## config.mk

```make
export PLATFORM = sky130hd
export DESIGN_NAME = mem_port_arbiter_flat
export DESIGN_NICKNAME = d
export VERILOG_FILES = /design/src/rtl/mem_port_arbiter_pkg.sv /design/src/rtl/mem_port_arbiter_if.sv /design/src/rtl/mem_port_arbiter.sv /design/src/flat_wrapper.sv
export SDC_FILE = /design/constraint.sdc
export NUM_CORES = 1
export LEC_CHECK = 0
export CAP_MARGIN = 30
export CORE_AREA = 8 8 205 207
export CTS_BUF_LIST = sky130_fd_sc_hd__clkbuf_16
export CTS_CLUSTER_SIZE = 40
export DETAILED_ROUTE_END_ITERATION = 7
export DIE_AREA = 0 0 213 215
export PLACE_DENSITY = 0.55
export RECOVER_POWER = 25
export SYNTH_ARGS = -nofsm -noshare
export SYNTH_HDL_FRONTEND = slang
export SYNTH_SLANG_ARGS = --single-unit
```

## constraint.sdc

```tcl
create_clock -name clk -period 2 [get_ports clk]
set_input_delay 0.6 -clock clk [delete_from_list [all_inputs] [get_ports clk]]
set_output_delay 0.6 -clock clk [all_outputs]
set_load 0.01 [all_outputs]
```

## src/rtl/mem_port_arbiter_pkg.sv

```systemverilog
// Shared types and constants for the IF/MEM memory port arbiter.
package mem_port_arbiter_pkg;

    localparam int unsigned REG_BUS = 64;

    typedef enum logic [1:0] {
        ArbIdle = 2'd0,
        ArbReq  = 2'd1,
        ArbResp = 2'd2
    } arb_state_e;

    localparam logic OWNER_IF  = 1'b0;
    localparam logic OWNER_MEM = 1'b1;

    // Fetches always request a full doubleword.
    localparam logic [1:0] IF_SIZE = 2'b11;

endpackage

```

## src/rtl/mem_port_arbiter_if.sv

```systemverilog
// Request/response bus between the arbiter (master) and the bus bridge (slave).
interface mem_port_arbiter_if;
    import mem_port_arbiter_pkg::*;

    logic               valid;
    logic               ready;
    logic [REG_BUS-1:0] addr;
    logic               wen;
    logic [REG_BUS-1:0] wdata;
    logic [7:0]         wmask;
    logic [1:0]         size;
    logic               id;
    logic               rvalid;
    logic [REG_BUS-1:0] rdata;

    modport master (
        output valid, addr, wen, wdata, wmask, size, id,
        input  ready, rvalid, rdata
    );

    modport slave (
        input  valid, addr, wen, wdata, wmask, size, id,
        output ready, rvalid, rdata
    );

endinterface

```

## src/rtl/mem_port_arbiter.sv

```systemverilog
// Shares the single memory bus port between instruction fetch and load/store,
// one outstanding transaction at a time, with a MEM streak limit and IF cancel.
module mem_port_arbiter
    import mem_port_arbiter_pkg::*;
#(
    parameter int unsigned MAX_MEM_STREAK = 4,
    parameter int unsigned CNT_W          = 3
) (
    input  logic                clk,
    input  logic                rst_n,
    input  logic                if_req,
    input  logic [REG_BUS-1:0]  if_addr,
    input  logic                if_cancel,
    output logic                if_done,
    output logic [REG_BUS-1:0]  if_rdata,
    input  logic                mem_req,
    input  logic                mem_wen,
    input  logic [REG_BUS-1:0]  mem_addr,
    input  logic [REG_BUS-1:0]  mem_wdata,
    input  logic [7:0]          mem_wmask,
    input  logic [1:0]          mem_size,
    output logic                mem_done,
    output logic [REG_BUS-1:0]  mem_rdata,
    output logic                if_stall_req,
    output logic                mem_stall_req,
    mem_port_arbiter_if.master  bus
);

    localparam logic [CNT_W-1:0] STREAK_MAX = CNT_W'(MAX_MEM_STREAK);

    arb_state_e       state;
    logic             owner;
    logic             drop;
    logic [CNT_W-1:0] streak;

    logic if_elig;
    logic if_win;
    logic mem_win;
    logic resp_fire;

    assign if_elig   = if_req & ~if_cancel;
    assign if_win    = if_elig & (~mem_req | (streak == STREAK_MAX));
    assign mem_win   = mem_req & ~if_win;
    assign resp_fire = (state == ArbResp) & bus.rvalid;

    // A cancel landing together with the response still suppresses if_done.
    assign if_done   = resp_fire & (owner == OWNER_IF) & ~drop & ~if_cancel;
    assign mem_done  = resp_fire & (owner == OWNER_MEM);
    assign if_rdata  = bus.rdata;
    assign mem_rdata = bus.rdata;

    assign if_stall_req  = if_req & ~if_done;
    assign mem_stall_req = mem_req & ~mem_done;

    always_ff @(posedge clk or negedge rst_n) begin
        if (!rst_n) begin
            state     <= ArbIdle;
            owner     <= OWNER_IF;
            drop      <= 1'b0;
            streak    <= '0;
            bus.valid <= 1'b0;
            bus.addr  <= '0;
            bus.wen   <= 1'b0;
            bus.wdata <= '0;
            bus.wmask <= '0;
            bus.size  <= '0;
            bus.id    <= OWNER_IF;
        end else begin
            case (state)
                ArbIdle: begin
                    if (if_win) begin
                        state     <= ArbReq;
                        owner     <= OWNER_IF;
                        streak    <= '0;
                        bus.valid <= 1'b1;
                        bus.addr  <= if_addr;
                        bus.wen   <= 1'b0;
                        bus.wdata <= '0;
                        bus.wmask <= '0;
                        bus.size  <= IF_SIZE;
                        bus.id    <= OWNER_IF;
                    end else if (mem_win) begin
                        state     <= ArbReq;
                        owner     <= OWNER_MEM;
                        bus.valid <= 1'b1;
                        bus.addr  <= mem_addr;
                        bus.wen   <= mem_wen;
                        bus.wdata <= mem_wdata;
                        bus.wmask <= mem_wmask;
                        bus.size  <= mem_size;
                        bus.id    <= OWNER_MEM;
                        // Only grants that make a waiting fetch wait longer count.
                        if (!if_req) begin
                            streak <= '0;
                        end else if (streak != STREAK_MAX) begin
                            streak <= streak + CNT_W'(1);
                        end
                    end
                end
                ArbReq: begin
                    if (if_cancel && owner == OWNER_IF) begin
                        drop <= 1'b1;
                    end
                    if (bus.ready) begin
                        state     <= ArbResp;
                        bus.valid <= 1'b0;
                    end
                end
                ArbResp: begin
                    if (bus.rvalid) begin
                        state <= ArbIdle;
                        drop  <= 1'b0;
                    end else if (if_cancel && owner == OWNER_IF) begin
                        drop <= 1'b1;
                    end
                end
                default: begin
                    state <= ArbIdle;
                end
            endcase
        end
    end

endmodule

```

## src/flat_wrapper.sv

```systemverilog
// flat-port wrapper written by rule: the top's interface ports become plain ports
module mem_port_arbiter_flat import mem_port_arbiter_pkg::*;
#(
    parameter int unsigned MAX_MEM_STREAK = 4,
    parameter int unsigned CNT_W          = 3
)
  (clk, rst_n, if_req, if_addr, if_cancel, if_done, if_rdata, mem_req, mem_wen, mem_addr, mem_wdata, mem_wmask, mem_size, mem_done, mem_rdata, if_stall_req, mem_stall_req, bus_valid, bus_addr, bus_wen, bus_wdata, bus_wmask, bus_size, bus_id, bus_ready, bus_rvalid, bus_rdata);
  mem_port_arbiter_if bus_i ();
  input  logic clk;
  input  logic rst_n;
  input  logic if_req;
  input  logic [REG_BUS-1:0] if_addr;
  input  logic if_cancel;
  output logic if_done;
  output logic [REG_BUS-1:0] if_rdata;
  input  logic mem_req;
  input  logic mem_wen;
  input  logic [REG_BUS-1:0] mem_addr;
  input  logic [REG_BUS-1:0] mem_wdata;
  input  logic [7:0] mem_wmask;
  input  logic [1:0] mem_size;
  output logic mem_done;
  output logic [REG_BUS-1:0] mem_rdata;
  output logic if_stall_req;
  output logic mem_stall_req;
  output wire logic [$bits(bus_i.valid)-1:0] bus_valid;
  output wire logic [$bits(bus_i.addr)-1:0] bus_addr;
  output wire logic [$bits(bus_i.wen)-1:0] bus_wen;
  output wire logic [$bits(bus_i.wdata)-1:0] bus_wdata;
  output wire logic [$bits(bus_i.wmask)-1:0] bus_wmask;
  output wire logic [$bits(bus_i.size)-1:0] bus_size;
  output wire logic [$bits(bus_i.id)-1:0] bus_id;
  input wire logic [$bits(bus_i.ready)-1:0] bus_ready;
  input wire logic [$bits(bus_i.rvalid)-1:0] bus_rvalid;
  input wire logic [$bits(bus_i.rdata)-1:0] bus_rdata;
  assign bus_valid = bus_i.valid;
  assign bus_addr = bus_i.addr;
  assign bus_wen = bus_i.wen;
  assign bus_wdata = bus_i.wdata;
  assign bus_wmask = bus_i.wmask;
  assign bus_size = bus_i.size;
  assign bus_id = bus_i.id;
  assign bus_i.ready = bus_ready;
  assign bus_i.rvalid = bus_rvalid;
  assign bus_i.rdata = bus_rdata;
  mem_port_arbiter #(.MAX_MEM_STREAK(MAX_MEM_STREAK), .CNT_W(CNT_W)) u_core (.clk(clk), .rst_n(rst_n), .if_req(if_req), .if_addr(if_addr), .if_cancel(if_cancel), .if_done(if_done), .if_rdata(if_rdata), .mem_req(mem_req), .mem_wen(mem_wen), .mem_addr(mem_addr), .mem_wdata(mem_wdata), .mem_wmask(mem_wmask), .mem_size(mem_size), .mem_done(mem_done), .mem_rdata(mem_rdata), .if_stall_req(if_stall_req), .mem_stall_req(mem_stall_req), .bus(bus_i));
endmodule
```

==> results.yml, run 1 <==
power:
  pwr_density_cell_mw_per_mm2: 1350
  p_leak_nw: 5.58
  vdd_drop_max_v: 0.000439
clock_tree:
  clk_latency_ns: 0.45
  cts-root-buf: "clkbuf_16"
  cts_buffer_depth: 2
  clkTransAtPathRegs_ns: 0.07
  cts.sinks: 147
  cts_tree: "yes"
  tritoncts.num_buffers: 17
  htreeDepth: 4
status:
  violations: "capacitance limit, slew limit, setup timing"
  status: "complete, but fails checks"
timing:
  rsz0062_at_grt: "true"
  max_slew_margin_pct: -15.0
  holdWs_ns: 0.500
  finalSetupTns_ns: -0.322
  skew_ns: 0.0100
  maxSlewViolCount: 62
  layout_min_cycle_time_ns: 2.10
  max_freq_mhz: 475
  hold_viol_final: 0
  setup_viol: 4
  worst_pin_slew_ns: 1.72
  fin_ws_ns: -0.105
  fin_crit_sh_pct: 105
synth:
  ys_ff_latch: 147
  seq_area_frac_synth_pct: 45.3
  syn_inst: 736
  ys_async_sr_fraction_pct: 100
  synth_edf_count: 0
  yosys.area.top_type: "dfrtp_1"
  syn_nets: 1017
  postSynthAreaPerCell_um2: 11.0
  synth_cell_types: 37
  synth_most_common_cell: "dfrtp_1"
  synth_common_cells: "147 x dfrtp_1, 134 x buf_4, 73 x a22o_1, 65 x o21ai_0"
  synth_ff_type: "dfrtp_1"
  synth_area_leaders: "dfrtp_1 45%, buf_4 12%, a22o_1 7.9%"
  synthesis.area_mm2: 0.00812
  synth_top_cell_area_share_pct: 45.3
  yosys_warnings: 0
worst_setup_path:
  cp.arrival_ns: 1.50
  path_class: "register to primary output"
  crit_required_ns: 1.40
  crit_path_end_kind: "primary output"
  crit_fanout: 3
  start_kind: "register"
cells_and_area:
  finalInstanceArea_mm2: 0.0123
  area_growth_pct: 51.1
  fill_cells: 4074
  nets: 1240
  drive_gt1_share_pct: 12.6
  antenna_cells: 0
  final_core_util_pct: 31.5
placement:
  dp_hpwl_um: 25000
  placed_area_mm2: 0.0117
  post-place-ws_ns: -0.563
  port_buffers: 354
  gp_congestion: 0.769
route:
  drt-initial-drc-count: 380
  viasPerCell: 4.67
  wire_per_inst_um: 23.0
  drt_pre_antenna_iters: 4
  vias: 6986
  drc: 0
  antenna_left: 0
  routed_wirelength_um: 34400
die:
  die_area_mm2: 0.0458
  core_area_mm2: 0.0390
  num_io_pins: 547
  start_util_pct: 20.8
  die_h_um: 215
  die-width_um: 213
  row_count: 73
grt:
  overflow: 0
  grt_pass1_wl_um: 50500
  grt_start_max_net_pins: 87
  grt_usage_pct: 14.6
  antenna_found_initial: 1
  grt_pass1_vias: 7619
hold_path:
  min-delay-path-class: "register to register"
job:
  maxCapViolations: 1
[area by class of cell]
cell class	count	area, µm²	share of cell area [%]
clock buffer	17	425	3.47
clock inverter	15	163	1.33
timing repair buffer	411	4160	33.9
sequential	147	3680	30.0
inverter	11	41.3	0.337
tap	525	657	5.35
multi-input combinational	371	3150	25.7
[flip-flops by register name, summed over array words and instances (netlist names)]
register	cells
u_core.bus.addr	64
u_core.bus.wdata	64
u_core.bus.wmask	8
u_core.streak	3
u_core.bus.size	2
u_core.state	2
u_core.bus.id	1
u_core.bus.valid	1
u_core.bus.wen	1
u_core.drop	1
[worst max-delay path: stages (launching register included)]
cell and delay (ns):
dfrtp_1 0.40, inv_2 0.08, ha_4 0.15, nand2_4 0.06, buf_6 0.12, nor2_4 0.09
nor2_2 0.04, buf_2 0.13
[repair_timing]
action                                  CTS  global route
hold buffers                              0             0
endpoints found under the setup margin   82            99
pin swaps                                 3             3
buffers inserted                          3             1
gates resized for setup                 104            35
[power breakdown]
part | switching, mW | internal, mW | total [mW] | leakage [nW]
registers | 0.804 | 4.36 | 5.17 | 1.75
logic | 3.74 | 4.36 | 8.11 | 3.54
clock network | 1.56 | 1.77 | 3.34 | 0.288
total | 6.11 | 10.5 | 16.6 | 5.58
[worst paths after layout]
check                                     startpoint              endpoint  slack [ns]  cells after the start
max in group asynchronous                      rst_n   u_core.bus.addr[34]        0.23                      2
worst min-delay path            u_core.bus.wdata[19]  u_core.bus.wdata[19]        0.50                      1
worst min register to register  u_core.bus.wdata[19]  u_core.bus.wdata[19]        0.50                      1
worst max register to register       u_core.state[0]       u_core.state[1]        0.09                      7
min in group asynchronous                      rst_n   u_core.bus.wmask[4]        0.53                      2
worst max-delay path                 u_core.state[0]         mem_stall_req       -0.10                      7
[through the flow]
stage                     cells  power, mW
final                      1497       16.6
after global routing       1497       17.6
after floorplan             736       9.33
after global placement     1461       13.9
after CTS                  1496       17.0
after detailed placement   1461       14.0
[cell usage in the layout (no fill, tap or decap), types with 5 or more instances in the layout]
cell             synthesis  routed
buf_4                  134      35
a22o_1                  73      73
buf_12                   0      19
clkdlybuf4s50_1          0     234
nor2b_1                  5       5
ha_1                     7       6
clkbuf_16                0      17
inv_6                    0       6
a221oi_1                64      64
dfrtp_1                147     147
dlygate4sd2_1            0      80
and3b_1                 64      64
a2bb2oi_2               10      10
o21ai_0                 65      65
inv_1                    9       8
buf_2                   20       6
a2bb2oi_1               57      57
dlymetal6s2s_1           0      33
[metal layers]
metal  global-route usage [%]  vias to the layer above  share of wire [%]
met4                     7.13                        2                3.9
met3                     4.83                       97                8.2
li1                         -                     3115                  -
met2                     23.1                      317                 48
met1                     17.5                     3455                 40
met5                    0.778                        -               0.10
[logic make-up after synthesis]
family          after synthesis  share of synthesized area, %
compound gates              283                          28.4
fa+ha+maj                     7                          1.08
buf+inv                     218                          17.0
flops                       147                          45.3
mux                           3                         0.401
simple gates                 78                          7.90
No activity file was read; power rests on OpenSTA's default activity.
==> inputs of run 2 (changes only) <==
--- a/config.mk
+++ b/config.mk
@@ -6,12 +6,12 @@
 export NUM_CORES = 1
 export LEC_CHECK = 0
 export CAP_MARGIN = 30
-export CORE_AREA = 8 8 205 207
+export CORE_AREA = 8 8 209 211
 export CTS_BUF_LIST = sky130_fd_sc_hd__clkbuf_16
 export CTS_CLUSTER_SIZE = 40
 export DETAILED_ROUTE_END_ITERATION = 7
-export DIE_AREA = 0 0 213 215
-export PLACE_DENSITY = 0.55
+export DIE_AREA = 0 0 217 219
+export PLACE_DENSITY = 0.54
 export RECOVER_POWER = 25
 export SYNTH_ARGS = -nofsm -noshare
 export SYNTH_HDL_FRONTEND = slang
==> constraint.sdc (replaced) <==
create_clock -name clk -period 2.5 [get_ports clk]
set_input_delay 0.75 -clock clk [delete_from_list [all_inputs] [get_ports clk]]
set_output_delay 0.75 -clock clk [all_outputs]
set_load 0.01 [all_outputs]
==> run 2 against run 1 <==
Against the previous run: the run ends with capacitance limit, slew limit left; setup slack gained 0.22 ns; cell count shrank 0.60%; combinational power shrank 17%; die area grew 3.8%; sequential power shrank 20%; critical path depth shrank 3; worst hold slack gained 0.0046 ns; clock-buffer cell count is the same; non-clock buffer count shrank 16; critical path type is now input pin to primary output; clock skew grew 0.0014 ns; critical endpoint unchanged; via count shrank 0.64%.
==> results.yml, run 2 (synthesis gave the netlist of run 1 again) <==
job:
  maxCapViolations: 1
clock_tree:
  cts_tree: "yes"
  tritoncts.num_buffers: 17
  cts_setup_buffers: 0
  cts_buffer_depth: 2
  clk_latency_ns: 0.44
  htreeDepth: 4
  clkTransAtPathRegs_ns: 0.07
  ctsHoldBuffers: 0
  cts.sinks: 147
  cts-root-buf: "clkbuf_16"
worst_setup_path:
  worstPathCellList: "clkdlybuf4s50_1 -> inv_2 -> nor2_1 -> clkbuf_2"
  r2r-end: "u_core.bus.wmask[5]"
  crit_required_ns: 1.75
  slowest_stage: "clkdlybuf4s50_1"
  cpPeakStageDelay_ns: 0.53
  rr_startpoint: "u_core.state[1]"
  cp_num_buf_inv: 3
  cp.depth: 4
  reg2reg_slack_ns: 0.43
  crit_family: "buffers and inverters"
  path_class: "input pin to primary output"
  cp.arrival_ns: 1.64
  worstSetupEndpoint: "mem_stall_req"
  crit_fanout: 2
  ff2ff_path_depth: 7
  crit_start: "mem_req"
  start_kind: "input pin"
  crit_path_end_kind: "primary output"
cells_and_area:
  multi_input_area_mm2: 0.00313
  largest_registers: "u_core.bus.addr: 64 flops, u_core.bus.wdata: 64 flops, u_core.bus.wmask: 8 flops"
  finalInstanceArea_mm2: 0.0121
  seq_area_mm2: 0.00368
  antenna_cells: 0
  nets: 1224
  final_common_cell: "clkdlybuf4s50_1"
  final_cell_mix: "346 x clkdlybuf4s50_1, 147 x dfrtp_1, 73 x a22o_1, 65 x o21ai_0"
  area_growth_pct: 48.4
  final_core_util_pct: 29.9
  drive_gt1_share_pct: 10.4
  fill_cells: 4189
grt:
  overflow: 0
  grt_pass1_vias: 7442
  grt_pass1_wl_um: 50600
  antenna_found_initial: 3
  grt_usage_pct: 14.0
  grt_start_max_net_pins: 69
timing:
  setup_viol: 0
  fin_crit_sh_pct: 95.4
  skew_ns: 0.0115
  maxSlewViolCount: 46
  layout_min_cycle_time_ns: 2.39
  hold_viol_final: 0
  worst_pin_slew_ns: 1.51
  max_freq_mhz: 419
  rsz0062_at_grt: "false"
  max_slew_margin_pct: -0.576
die:
  row_count: 74
  die_h_um: 219
  core_area_mm2: 0.0404
  die-width_um: 217
  num_io_pins: 547
  start_util_pct: 20.1
  die_area_mm2: 0.0475
route:
  wire_per_inst_um: 23.3
  viasPerCell: 4.66
  antenna_left: 0
  drt-initial-drc-count: 386
  drt_pre_antenna_iters: 5
  vias: 6941
  drc: 0
  routed_wirelength_um: 34700
status:
  violations: "capacitance limit, slew limit"
  status: "complete, but fails checks"
placement:
  placed_area_mm2: 0.0115
  gp_congestion: 0.752
  port_buffers: 354
  dp_hpwl_um: 25700
hold_path:
  min-delay-path-class: "register to register"
power:
  total_power_mw: 13.5
  vdd_drop_max_v: 0.000493
  pwr_density_cell_mw_per_mm2: 1120
  p_leak_nw: 4.97
-- run 2: cell types whose count changed in the layout (fill, tap and decap cells not counted), moves of 2 or more --
cell	change
clkdlybuf4s50_1	+112
dlygate4sd2_1	-78
dlymetal6s2s_1	-33
buf_4	-15
buf_12	-5
clkbuf_1	+5
inv_6	-3
buf_2	-2
clkinv_4	+2
nor2_1	+2
-- run 2: power breakdown --
group	leakage [nW]	internal (mW)	total, mW	switching (mW)
combinational	2.94	3.81	6.74	2.94
sequential	1.75	3.49	4.16	0.673
clock	0.279	1.32	2.54	1.23
total	4.97	8.62	13.5	4.83
-- run 2: timing repair --
item,4_1_cts,5_1_grt
resized for setup,18,1
setup endpoints to repair,4,3
pin swaps,2,1
-- run 2: worst register-to-register path: stages, from the launching register on --
cell and delay [ns]:
dfrtp_1 0.41, buf_4 0.15, inv_1 0.12, ha_1 0.27, inv_2 0.13, a311oi_4 0.41
buf_12 0.30, a22o_1 0.22
-- run 2: cell type report --
cell class	instances	share of cell area (%)
Timing Repair Buffer	395	32.9
Sequential cell	147	30.5
Multi-Input combinational cell	371	25.9
Tap cell	532	5.52
Clock buffer	17	3.53
Clock inverter	15	1.20
Inverter	11	0.343
-- run 2: through the flow --
stage	instances	setup slack, ns	TNS (ns)	hold slack, ns
final	1488	0.115	0	0.505
after global routing	1488	0.0100	0	0.515
after CTS	1488	0.0125	0	0.284
after detailed placement	1456	-0.611	-3.97	0.491
after global placement	1456	-0.619	-2.86	0.487
after floorplan	736	0.192	0	0.454
-- run 2: worst min path at each step --
| stage | depth (start not counted) | slack, ns | startpoint | endpoint |
|---|---|---|---|---|
| final | 1 | 0.50 | u_core.bus.wdata[28] | u_core.bus.wdata[28] |
| after global routing | 1 | 0.52 | u_core.bus.wmask[3] | u_core.bus.wmask[3] |
| after CTS | 1 | 0.28 | rst_n | u_core.bus.addr[1] |
| after detailed placement | 1 | 0.49 | u_core.bus.wdata[10] | u_core.bus.wdata[10] |
| after global placement | 1 | 0.49 | u_core.bus.wdata[31] | u_core.bus.wdata[31] |
| after floorplan | 0 | 0.45 | rst_n | u_core.bus.addr[0] |
-- run 2: layer usage --
metal / wire length, µm / GRT usage [%] / part of all wire (%)
met1: 13900 / 16.7 / 40
met5: 13 / 0.312 / 0.037
met3: 2980 / 5.18 / 8.6
met4: 1270 / 6.38 / 3.6
met2: 16600 / 22.3 / 48
